File: config.mk
export PLATFORM = sky130hd
export DESIGN_NAME = btn_conditioner_flat
export DESIGN_NICKNAME = d
export VERILOG_FILES = /design/src/rtl/btn_conditioner_if.sv /design/src/rtl/btn_conditioner.sv /design/src/flat_wrapper.sv
export SDC_FILE = /design/constraint.sdc
export NUM_CORES = 1
export LEC_CHECK = 0
export BUFFER_PORTS_ARGS = -buffer_cell sky130_fd_sc_hd__buf_4
export CAP_MARGIN = 0
export CORE_ASPECT_RATIO = 1.75
export CORE_MARGIN = 3
export CORE_UTILIZATION = 39
export CTS_CLUSTER_SIZE = 40
export DETAILED_ROUTE_END_ITERATION = 16
export MAX_ROUTING_LAYER = met4
export PLACE_DENSITY = 0.62
export SLEW_MARGIN = 20
export SYNTH_ARGS = -nofsm -noshare
export SYNTH_HDL_FRONTEND = slang
export SYNTH_SLANG_ARGS = --single-unit
File: constraint.sdc
create_clock -name CLK -period 1.8 [get_ports CLK]
set_input_delay 0.09 -clock CLK [delete_from_list [all_inputs] [get_ports CLK]]
set_output_delay 0.09 -clock CLK [all_outputs]
set_load 0.01 [all_outputs]
File: src/rtl/btn_conditioner_if.sv
// Button-side signal bundle for btn_conditioner: the raw button level in and the
// debounced level plus event pulses out.
interface btn_conditioner_if;
    logic BTN_IN;
    logic BTN_LEVEL;
    logic PRESS_PULSE;
    logic RELEASE_PULSE;
    logic REPEAT_PULSE;
    logic EVENT;

    modport master (
        output BTN_IN,
        input  BTN_LEVEL, PRESS_PULSE, RELEASE_PULSE, REPEAT_PULSE, EVENT
    );

    modport slave (
        input  BTN_IN,
        output BTN_LEVEL, PRESS_PULSE, RELEASE_PULSE, REPEAT_PULSE, EVENT
    );
endinterface

File: src/rtl/btn_conditioner.sv
// Push-button synchronizer, debouncer and press/release/auto-repeat pulse generator.
// Auto-repeat is built only when BTN_AUTOREPEAT_EN is defined.
module btn_conditioner #(
    parameter int DEBOUNCE_CYCLES = 50000,
    parameter int REPEAT_DELAY    = 500000,
    parameter int REPEAT_PERIOD   = 100000,
    parameter int CNT_W           = 20
) (
    input  logic               CLK,
    input  logic               BTN_RST,
    btn_conditioner_if.slave   btn
);

    typedef enum logic [1:0] {IDLE, PRESS_WAIT, HELD, RELEASE_WAIT} state_t;

    localparam logic [CNT_W-1:0] DMAX = CNT_W'(DEBOUNCE_CYCLES);
    localparam logic [CNT_W-1:0] ONE  = CNT_W'(1);

    // Bad parameters are rejected at elaboration rather than producing a silently
    // truncated compare value.
    generate
        if (DEBOUNCE_CYCLES < 1 || REPEAT_DELAY < 1 || REPEAT_PERIOD < 1 || CNT_W < 1 ||
            longint'(DEBOUNCE_CYCLES) >= (longint'(1) << CNT_W) ||
            longint'(REPEAT_DELAY)    >= (longint'(1) << CNT_W) ||
            longint'(REPEAT_PERIOD)   >= (longint'(1) << CNT_W)) begin : g_bad_params
            $error("btn_conditioner: parameter out of range");
        end
    endgenerate

    function automatic logic [CNT_W-1:0] sat_inc(input logic [CNT_W-1:0] v);
        return (v == '1) ? v : v + ONE;
    endfunction

    state_t           state;
    logic             s1;
    logic             s;
    logic [CNT_W-1:0] dcnt;
    logic             level_q;
    logic             press_q;
    logic             release_q;
    logic             event_q;

`ifdef BTN_AUTOREPEAT_EN
    localparam logic [CNT_W-1:0] RDLY = CNT_W'(REPEAT_DELAY);
    localparam logic [CNT_W-1:0] RPER = CNT_W'(REPEAT_PERIOD);
    logic [CNT_W-1:0] rcnt;
    logic             period_ph;
    logic             repeat_q;
`endif

    always_ff @(posedge CLK) begin
        if (BTN_RST) begin
            s1 <= 1'b0;
            s  <= 1'b0;
        end else begin
            s1 <= btn.BTN_IN;
            s  <= s1;
        end
    end

    // Every pulse defaults low each cycle, so an event can only last one clock.
    always_ff @(posedge CLK) begin
        if (BTN_RST) begin
            state     <= IDLE;
            dcnt      <= '0;
            level_q   <= 1'b0;
            press_q   <= 1'b0;
            release_q <= 1'b0;
            event_q   <= 1'b0;
`ifdef BTN_AUTOREPEAT_EN
            rcnt      <= '0;
            period_ph <= 1'b0;
            repeat_q  <= 1'b0;
`endif
        end else begin
            press_q   <= 1'b0;
            release_q <= 1'b0;
            event_q   <= 1'b0;
`ifdef BTN_AUTOREPEAT_EN
            repeat_q  <= 1'b0;
`endif
            case (state)
                IDLE: begin
                    if (s) begin
                        state <= PRESS_WAIT;
                        dcnt  <= ONE;
                    end
                end
                PRESS_WAIT: begin
                    if (!s) begin
                        state <= IDLE;
                    end else if (dcnt == DMAX) begin
                        state   <= HELD;
                        level_q <= 1'b1;
                        press_q <= 1'b1;
                        event_q <= 1'b1;
`ifdef BTN_AUTOREPEAT_EN
                        rcnt      <= '0;
                        period_ph <= 1'b0;
`endif
                    end else begin
                        dcnt <= sat_inc(dcnt);
                    end
                end
                HELD: begin
`ifdef BTN_AUTOREPEAT_EN
                    // The repeat timer also runs on the cycle that leaves for RELEASE_WAIT.
                    if ((!period_ph && rcnt == RDLY) || (period_ph && rcnt == RPER)) begin
                        repeat_q  <= 1'b1;
                        event_q   <= 1'b1;
                        rcnt      <= '0;
                        period_ph <= 1'b1;
                    end else begin
                        rcnt <= sat_inc(rcnt);
                    end
`endif
                    if (!s) begin
                        state <= RELEASE_WAIT;
                        dcnt  <= ONE;
                    end
                end
                RELEASE_WAIT: begin
                    if (s) begin
                        state <= HELD;
                    end else if (dcnt == DMAX) begin
                        state     <= IDLE;
                        level_q   <= 1'b0;
                        release_q <= 1'b1;
                    end else begin
                        dcnt <= sat_inc(dcnt);
                    end
                end
                default: state <= IDLE;
            endcase
        end
    end

    assign btn.BTN_LEVEL     = level_q;
    assign btn.PRESS_PULSE   = press_q;
    assign btn.RELEASE_PULSE = release_q;
    assign btn.EVENT         = event_q;
`ifdef BTN_AUTOREPEAT_EN
    assign btn.REPEAT_PULSE  = repeat_q;
`else
    assign btn.REPEAT_PULSE  = 1'b0;
`endif

endmodule

File: src/flat_wrapper.sv
// flat-port wrapper written by rule: the top's interface ports become plain ports
module btn_conditioner_flat 
#(
    parameter int DEBOUNCE_CYCLES = 50000,
    parameter int REPEAT_DELAY    = 500000,
    parameter int REPEAT_PERIOD   = 100000,
    parameter int CNT_W           = 20
)
  (CLK, BTN_RST, btn_BTN_IN, btn_BTN_LEVEL, btn_PRESS_PULSE, btn_RELEASE_PULSE, btn_REPEAT_PULSE, btn_EVENT);
  btn_conditioner_if btn_i ();
  input  logic CLK;
  input  logic BTN_RST;
  input wire logic [$bits(btn_i.BTN_IN)-1:0] btn_BTN_IN;
  output wire logic [$bits(btn_i.BTN_LEVEL)-1:0] btn_BTN_LEVEL;
  output wire logic [$bits(btn_i.PRESS_PULSE)-1:0] btn_PRESS_PULSE;
  output wire logic [$bits(btn_i.RELEASE_PULSE)-1:0] btn_RELEASE_PULSE;
  output wire logic [$bits(btn_i.REPEAT_PULSE)-1:0] btn_REPEAT_PULSE;
  output wire logic [$bits(btn_i.EVENT)-1:0] btn_EVENT;
  assign btn_i.BTN_IN = btn_BTN_IN;
  assign btn_BTN_LEVEL = btn_i.BTN_LEVEL;
  assign btn_PRESS_PULSE = btn_i.PRESS_PULSE;
  assign btn_RELEASE_PULSE = btn_i.RELEASE_PULSE;
  assign btn_REPEAT_PULSE = btn_i.REPEAT_PULSE;
  assign btn_EVENT = btn_i.EVENT;
  btn_conditioner #(.DEBOUNCE_CYCLES(DEBOUNCE_CYCLES), .REPEAT_DELAY(REPEAT_DELAY), .REPEAT_PERIOD(REPEAT_PERIOD), .CNT_W(CNT_W)) u_core (.CLK(CLK), .BTN_RST(BTN_RST), .btn(btn_i));
endmodule
* Yosys cells after proc, flatten, opt, wreduce, memory -nomap -nowiden *
Cells that the tools add are included.

operators by class
  $add $sub $neg = 1
  multipliers = 0
  div/mod/pow operators = 0
  order comparisons = 0
  equal/unequal tests = 13
  shift operators = 0
  mux-type cells = 20
  bitwise gates (word level) = 3
  reductions and logical operators = 7

operators by type and width
  kind                                                   count
  2-to-1 mux 20 bit                                      6
  case mux 20 bit (4 select lines)                       1
  adder 20 x 1 -> 20 bit, second input constant          1
  equality test 20 x 16 -> 1 bit, second input constant  1
  equality test 20 bit, second input constant            1
  2-to-1 mux 2 bit                                       6
  != test 2 x 1 -> 1 bit, second input constant          4
  case mux 2 bit (4 select lines)                        1
  AND reduction 4 bit                                    2
  OR reduction 3 bit                                     2
  2-to-1 mux 1 bit                                       5
  AND reduction 5 bit                                    1
  equality test 2 bit, second input constant             2
  != test 2 bit, second input constant                   2
  != test 3 x 1 -> 1 bit, second input constant          1
  != test 3 bit, second input constant                   1
  inverter 1 bit                                         3
  equality test 2 x 1 -> 1 bit, second input constant    1
  logical NOT 2 bit                                      1
  case mux 1 bit (2 select lines)                        1
  nonzero test 2 bit                                     1

storage, ports and cells
  register bits after elaboration = 27
  bits in latches = 0
  RAM bits = 0
  memory bits (read-only) = 0
  bits of input ports = 3
  memories = 0

* Longest topological paths before layout *
Gate-level depths: netlist (run 1).

  depth after elaboration = 5
  depth in mapped cells = 8

* Least setup slack after synthesis (run 1) *
OpenSTA, ideal clock, no wires.

  kind = register to register
  from = reg u_core.dcnt[0]
  to = reg u_core.dcnt[16]
  setup time = 0.119 ns
  data arrival time = 1.802 ns
  slack = -0.121 ns
  cell stages (with the launch flop) = 8
  cells stage by stage = dfxtp_1 ha_1 nand2_1 or4_4 buf_6 o22ai_4 a211oi_1 o221a_1

on the way
  cells in the longest elaborated chain, start to end = 5
  elaborated cells between the ends (all ways) = 8
  classes of those cells = 1 x add/sub; 2 x eq/ne; 5 x mux

RTL lines
  item                                                                   line                                           RTL
  start, declared                                                        btn_conditioner.sv:37                          logic [CNT_W-1:0] dcnt;
  start signal, assigned                                                 btn_conditioner.sv:102                         dcnt <= sat_inc(dcnt);
  start signal, assigned                                                 btn_conditioner.sv:130                         dcnt <= sat_inc(dcnt);
  adder 20 x 1 -> 20 bit / equality test 20 bit (equally long branches)  btn_conditioner.sv:31                          return (v == '1) ? v : v + ONE;
  2-to-1 mux 20 bit                                                      btn_conditioner.sv:31
  2-to-1 mux 20 bit (*)                                                  btn_conditioner.sv:92, btn_conditioner.sv:125
  2-to-1 mux 20 bit (on tied branches)                                   btn_conditioner.sv:123, btn_conditioner.sv:90
  case mux 20 bit (4 select lines) (*)                                   btn_conditioner.sv:82                          case (state)

Mark *: on every way between the ends. The rest lies on a longest branch, timed or not. The select of a mux whose other input is x is not followed.
A chain may end at the register's enable or synchronous reset.

* Worst setup path after layout (run 1) *
  from = reg u_core.dcnt[3]
  to = reg u_core.dcnt[18]

The elaborated chain is that of the path after synthesis.

==> results of run 1 <==
[layout make-up]
class / count / area [sq um]
Inverter: 6 / 22.5
Clock buffer: 3 / 41.3
Clock inverter: 1 / 7.51
Multi-Input combinational cell: 150 / 1170
Timing Repair Buffer: 58 / 459
Fill cell: 368 / 1650
Tap cell: 48 / 60.1
Sequential cell: 27 / 569
[Yosys cell counts, types with 3 or more instances]
library cell / instances
nor3_1: 3
o32ai_1: 3
clkbuf_1: 5
nand3_1: 10
nor4b_1: 6
o21ai_1: 3
buf_2: 6
nor2_1: 8
a21oi_1: 12
nand2_1: 19
dfxtp_1: 27
o21ai_0: 7
or4_1: 3
inv_1: 6
nand4_1: 7
o311ai_0: 4
a31oi_1: 7
o2111ai_1: 3
or3_1: 5
[through the flow]
| stage | worst slack [ns] | TNS, ns | cell area, sq um |
|---|---|---|---|
| floorplan | 0.000756 | 0 | 1680 |
| global placement | -0.00620 | -0.00652 | 2080 |
| detailed placement | -0.0856 | -0.540 | 2080 |
| CTS | -0.0151 | -0.0151 | 2200 |
| global route | -0.140 | -0.890 | 2330 |
| finish | -0.0580 | -0.142 | 2330 |
[where the power goes]
group / switching [mW] / internal, mW
logic: 0.0531 / 0.0372
clock network: 0.229 / 0.159
registers: 0.00822 / 0.597
[sequential cells by signal (all words and copies together) (netlist names), named ones only]
register,flops
u_core.btn.BTN_LEVEL,1
u_core.s,1
u_core.s1,1
u_core.state,1
u_core.btn.EVENT,1
u_core.dcnt,20
u_core.btn.RELEASE_PULSE,1
[final timing paths]
check / endpoint / depth (start not counted)
max: u_core.dcnt[18]$_SDFFE_PP0P_ / 6
min: u_core.s1$_SDFF_PP0_ / 2
max reg2reg: u_core.dcnt[18]$_SDFFE_PP0P_ / 6
min reg2reg: u_core.dcnt[10]$_SDFFE_PP0P_ / 1
[kinds of logic (layout without fill, tap and decap cells)]
| family | after synthesis | after routing |
|---|---|---|
| xor gates and xnor gates | 2 | 2 |
| buffers and inverters | 20 | 68 |
| AOI/OAI and AO/OA | 57 | 57 |
| muxes | 2 | 2 |
| other | 1 | 1 |
| DFF | 27 | 27 |
| and+or+nand+nor | 86 | 86 |
| adders and majority gates | 2 | 2 |
[what timing repair did]
| item | 4_1_cts | 5_1_grt |
|---|---|---|
| hold buffers | 0 | 0 |
| hold endpoints to repair | 0 | 0 |
| buffers inserted | 2 | 2 |
| cloned | 0 | 0 |
| endpoints found under the setup margin | 19 | 23 |
| resized for setup | 16 | 25 |
| pin swaps | 3 | 7 |
[metal layers]
| metal | up-vias | GRT usage, % | share of wire [%] |
|---|---|---|---|
| met1 | 883 | 23.0 | 37 |
| met5 | - | - | 0 |
| li1 | 858 | - | - |
| met2 | 57 | 40.3 | 54 |
| met4 | 0 | 18.5 | 5.5 |
| met3 | 23 | 3.10 | 3.8 |
[layout by cell type, fill, tap and decap left out, types with 3 or more instances in the layout]
master	count
a31oi_1	7
o21ai_1	3
buf_4	54
nand2_1	18
nand3_1	9
o2111ai_2	3
nand4_1	7
dfxtp_4	6
or4_1	3
a21oi_2	3
nor2_1	8
inv_1	6
dfxtp_1	16
a21oi_1	9
o21ai_0	7
buf_6	3
or3_1	3
dfxtp_2	5
clkbuf_8	3
o311ai_1	3
nor3_1	3
==> flow_results.org, run 1 <==
** Yosys
- In this run, synthesis produced a sequential element count of 27.
- The number of nets handed over by synthesis was 202.
- Area contributors post-synth :: dfxtp_1 33%, nand2_1 4.3%, a21oi_1 3.6%, nor4b_1 3.2%, nand3_1 3.0%
- Of all flip-flops after synthesis, the portion carrying an async set or reset was 0%.
- Sequential elements use 32.7% of the synthesized area.
- Adder-cell area share of the yosys netlist :: 1.51%
- Multiplexer share of the synthesized area :: 1.21%
- The synthesized netlist occupies a cell area of 1650 sq um.
- Xor-xnor portion of the synthesized cell area :: 1.06%
- Each instance of the synthesized netlist takes up on average 8.40 sq um.
- Share of the synthesized area in the top cell type :: 32.7%
- The synthesized design contains 0 enable-type register cells.
- Synthesis produced 197 cells.
- Most used flip-flop cell after synthesis :: dfxtp_1
- Count of distinct cell types in the synthesized netlist :: 56
- Largest area contributor in the netlist :: dfxtp_1
- Combinational family with the most area after synthesis :: simple AND/OR/NAND/NOR gates
- The synthesized netlist devotes 24.8% of its cell area to compound gates.
- Synth Warn # :: 0
- Simple-Gate Fraction of Synth Area :: 32.6%

** Power
- For this design the ratio of total power to cell area is 466 nW/um^2.
- Summing internal, switching and leakage power gives 1.08 mW.
- Leak pwr :: 0.823 nW
- IR drop worst, VDD :: 514 uV

** STA
- Final hold analysis gives a worst-case slack of 0.00792 ns.
- Total count of max-transition violations in the final report :: 0
- The number of hold violations in the final report came to 0.
- In the post-route analysis, the smallest setup slack over all paths is -0.0580 ns.
- Static timing analysis puts the maximum clock frequency at 538 MHz.
- Setup repair after global routing missed its margin :: yes
- Fin Clk Skew :: 0.00586 ns
- Setup violators final :: 4
- At the pin with the least slew margin, the transition time is 0.558 ns.
- Subtracting the final worst setup slack from the clock period gives 1.86 ns.
- Tcrit/Tclk final :: 103%
- Normalized max-slew margin :: 62.8%

** Global route
- Remaining Overflow, GRT :: 0
- For this run, the total global-route usage over all layers was measured as 23.3%.
- Entering global routing, the biggest net connects 17 pins.
- First-pass GRT wire length :: 9.09 mm
- The initial antenna violation count is 0.
- The number of global-route vias before repair came to 1906.

** Worst setup path
- The worst setup path is of the reg2reg kind.
- Tracing the worst setup path back leads to its startpoint at u_core.dcnt[3]$_SDFFE_PP0P_.
- Sequence of cells on the critical path :: nand3_2 > buf_4 > nor4_4 > nand4_1 > or3_4 > o32ai_2
- STA classifies the critical path endpoint as a register.
- Kind of start point of the critical path :: register
- The startpoint identified for the worst register-to-register timing path is u_core.dcnt[3]$_SDFFE_PP0P_.
- Critical-path top delay cell :: dfxtp_2
- Of all nets on the critical path, the largest fanout is 4.
- For the worst setup path, the data required time is 2.01 ns.
- The worst register-to-register path has a setup slack of -0.06 ns.
- Maximum cell stage delay along the critical path :: 0.40 ns
- CP arrival :: 2.07 ns
- Kind of cell adding the most delay to the critical path :: simple AND/OR/NAND/NOR gates
- Number of buffer and inverter instances along the worst setup path :: 1

** Drt
- For this run, design rule violations remaining after detail routing come to 0.
- Summing over every cut layer, the via total after detailed routing is 1821.
- Antenna Violating Nets Remaining :: 0
- Dividing the detail-routed via count by the number of cells gives 6.22.
- Per-cell routed wire length :: 19.2 microns
- For this block, the initial DRC count from the detailed router was 89.
- Aggregate routed wire length :: 5.63 mm
- For this run, the detailed router's first-pass iteration total came to 4.

** Min path
- The path class of the tightest hold or removal check is in2reg.
- The startpoint identified for the worst hold timing path is btn_BTN_IN.

** Cells and area
- In the final design database the tool counted 251 nets.
- Fraction of layout cells with a size suffix above 1 :: 43.3%
- The number of antenna diodes in the final layout is 0.
- The area growth from synthesis to layout is 40.6%.
- For this run, the share of the core covered by cells in the final layout is 58.5%.
- The count of cells in the finished layout, fillers not included, comes to 293.

** Clock network
- CTS buffer count :: 3
- Deepest level of the CTS H-tree :: 1
- CTS tree :: done
- The tree is rooted in a clkbuf_8.
- Maximum buffer depth of the clock tree :: 2
- At the later pin of the worst-skew pair, clock insertion delay measures 0.30 ns.
- The tree built by TritonCTS fans out to 27 sinks.
- After clock tree synthesis, the clock-pin slew on the worst setup and hold paths is 0.11 ns.

** Outcome
- The final reports fail on negative setup slack.
- Outcome :: complete, but fails checks

** Place
- Cell total after placement :: 285
- Detailed Place HPWL :: 4.10 mm
- Routability-driven placement finished with a final weighted congestion of 1.00.
- Number of input and output port buffers inserted :: 6

** Floorplanning
- In this run the horizontal extent of the chip is 55.2 microns.
- The floorplan has 30 rows.
- Starting density of the core :: 41.6%
- From bottom edge to top edge, the die measures 92.2 microns.
- In this run the count of I/O pins placed on the die edge is 8.
- Placeable core region :: 3980 sq um
- Die area :: 5090 sq um

** Flow run
- Max-cap violations in this run came to 0.
Note: power is estimated with default switching activity, not from simulation.
==> run 2: changes to the inputs <==
CORE_MARGIN = unset   (was 3)
==> run 2 against run 1 <==
Net effect: the flow still finishes with violations (negative setup slack); clock power fell by 3%; count of clock-buffer cells in the layout unchanged; flip-flop and latch count unchanged; combinational power fell by 8.6%.
==> flow_results.org, run 2 (synthesized netlist as in run 1, its figures left out) <==
** Place
- The congestion estimate from routability-driven global placement came to 0.902.
- Buffers placed on the I/O ports in this run total 6.
- Once detailed placement completed, the half-perimeter wirelength came to 3.98 mm.
- Cell total after placement :: 284
- At the placement stage, the worst setup path has a slack of -0.0524 ns.

** Clock network
- Maximum buffer depth of the clock tree :: 2
- Counting every sink on the clock net gives 27.
- In this run the clock root is driven by a clkbuf_8.
- For the worst-skew pair, the clock arrives at the later sink with an insertion delay of 0.29 ns.
- TritonCTS built the clock tree.
- Clock transition at the registers of the reported paths :: 0.11 ns
- CTS buffer count :: 3
- In this run the number of H-tree levels came out at 1.

** Cells and area
- Core Util, Final :: 56.4%
- Ranked by flip-flop count, first place goes to u_core.dcnt.
- In the final layout, flip-flops and latches occupy 572 sq um.
- Layout-stage area growth over the synthesis result :: 40.2%
- Post-layout nets :: 251
- Most frequent cells in the layout :: 56 x buf_4, 18 x nand2_1, 12 x a21oi_1, 12 x dfxtp_1, 10 x dfxtp_2
- Most common cell after layout, fill and taps aside :: buf_4
- The repair_antennas step left the layout with diodes totalling 0.
- Number of filler instances in the final layout :: 399
- In the final layout, the multi-input gates occupy 1150 sq um.
- Number of flip-flops under the largest register name :: 20
- The post-route netlist has 43.7% of its cells at a drive strength greater than 1.
- Once layout is complete, the cells apart from fillers number 294.

** Worst setup path
- Worst reg2reg startpoint :: u_core.dcnt[1]$_SDFFE_PP0P_
- CP arrival :: 2.00 ns
- Largest fanout on the critical path :: 10
- Setup slack on the worst reg-to-reg path comes out at -0.01 ns.
- The worst setup path is of the reg2reg kind.
- Kind of start point of the critical path :: register
- Endpoint of the lowest-slack register-to-register path :: u_core.dcnt[16]$_SDFFE_PP0P_
- Worst EP required :: 1.99 ns
- CP endpoint kind :: register
- The worst register-to-register path has a depth of 6.

** Drt
- Remaining design rule violation count :: 0
- The first TritonRoute pass finished after 4 iterations.
- The final route contains 1787 vias.
- The final layout contains routed wiring with a total length of 5.43 mm.
- DRC violation total after the first TritonRoute iteration :: 63
- Dividing the detail-routed via count by the number of cells gives 6.08.
- Per-cell routed wire length :: 18.5 microns
- Antenna Violating Nets Remaining :: 0

** Global route
- Remaining Overflow, GRT :: 0
- The number of global-route vias before repair is 1665.
- Entering global routing, the biggest net connects 18 pins.
- The initial antenna violation count was 0.
- Global routing used 25.6% of the available tracks.
- First-pass GRT wire length :: 8.27 mm

** STA
- Tcrit/Tclk final :: 101%
- Setup violations remaining at the end of the flow were counted as 2.
- Static timing analysis puts the maximum clock frequency at 551 MHz.
- Measured against its own limit, the worst slew margin works out to 64.7%.
- At the pin with the least slew margin, the transition time is 0.530 ns.
- Minimum setup slack in the final design :: -0.0135 ns
- Fin Clk Skew :: 0.0121 ns
- Setup repair after global routing could not meet its margin everywhere.
- The number of hold violations in the final report came to 0.
- Total count of max-transition violations in the final report :: 0
- For the finished layout, the period the worst path requires is 1.81 ns.

** Power
- IR analysis of the VDD net gives a maximum drop of 530 uV.
- Leak pwr :: 0.843 nW
- Areal power density over the cells :: 459 nW/um^2
- The design draws 1.06 mW.

** Flow run
- Max Cap Violations :: 0

** Outcome
- The run finished, with violations left.
- Violations in the final reports :: negative setup slack

** Min path
- Along the worst hold path, the cell count comes to 2.
- For hold timing, the worst endpoint is u_core.s1$_SDFF_PP0_.
- Worst hold path class :: in2reg
- In this run the most critical hold path is launched from btn_BTN_IN.

** Floorplanning
- Die width :: 51.2 microns
- The floorplan has 31 rows.
- 8 I/O pins were placed.
- The floorplan step defined a die boundary enclosing 4520 sq um.
- After floorplanning, the core was sized to cover 4110 sq um.
- The initial utilization of the core area, before any placement, comes to 40.2%.
- The floorplan step set the die height to 88.2 microns.
-- run 2: cell count changes in the layout (fill, tap and decap cells not counted), sizes merged --
cell | before | now
buf | 58 | 57
clkbuf | 3 | 4
-- run 2: worst max-delay path by stage --
| stage | from | end | slack (ns) | depth (start not counted) |
|---|---|---|---|---|
| after floorplan | u_core.dcnt[11]$_SDFFE_PP0P_ | u_core.dcnt[9]$_SDFFE_PP0P_ | 0.0008 | 6 |
| after global placement | u_core.dcnt[9]$_SDFFE_PP0P_ | u_core.dcnt[19]$_SDFFE_PP0P_ | -0.07 | 7 |
| after detailed placement | u_core.dcnt[0]$_SDFFE_PP0P_ | u_core.dcnt[9]$_SDFFE_PP0P_ | -0.05 | 7 |
| after CTS | u_core.dcnt[0]$_SDFFE_PP0P_ | u_core.dcnt[9]$_SDFFE_PP0P_ | -0.01 | 7 |
| after global routing | u_core.dcnt[5]$_SDFFE_PP0P_ | u_core.dcnt[18]$_SDFFE_PP0P_ | -0.08 | 6 |
| final | u_core.dcnt[1]$_SDFFE_PP0P_ | u_core.dcnt[16]$_SDFFE_PP0P_ | -0.01 | 6 |
-- run 2: power by group --
part / switching [mW] / total, mW / internal (mW)
clock: 0.218 / 0.376 / 0.158
combinational: 0.0481 / 0.0825 / 0.0345
sequential: 0.00755 / 0.605 / 0.598
-- run 2: final cells by class --
class / count / share of cell area, %
Inverter: 6 / 0.971
Multi-Input combinational cell: 150 / 49.5
Clock inverter: 1 / 0.324
Clock buffer: 3 / 1.78
Sequential cell: 27 / 24.7
Tap cell: 49 / 2.64
Timing Repair Buffer: 58 / 20.1
-- run 2: critical path: stages (launching register included) --
cell,delay (ns)
dfxtp_4,0.39
ha_4,0.15
nand2_4,0.05
or4_4,0.60
o22ai_4,0.18
a211oi_1,0.11
o221a_1,0.24
-- run 2: metal layers --
metal / vias up / global-route usage, % / wire [microns]
met5: - / - / 0
met4: 0 / 15.0 / 270
met3: 20 / 2.43 / 207
met2: 67 / 44.4 / 2870
met1: 843 / 27.8 / 2080
li1: 857 / - / -
-- run 2: what timing repair did --
action | in CTS | in global routing
pin swaps | 2 | 5
buffers inserted | 1 | 4
gates resized for setup | 13 | 27
cloned | 0 | 1
setup endpoints to repair | 17 | 19
hold buffers | 0 | 0
-- run 2: per-stage QoR --
stage          TNS [ns]  instance area (sq um)  hold slack (ns)
6_report        -0.0149                   2320           0.0129
5_1_grt          -0.578                   2320          0.00618
4_1_cts         -0.0112                   2170          0.00578
3_5_place_dp     -0.246                   2060            0.310
3_3_place_gp     -0.111                   2060            0.308
2_1_floorplan         0                   1680            0.218
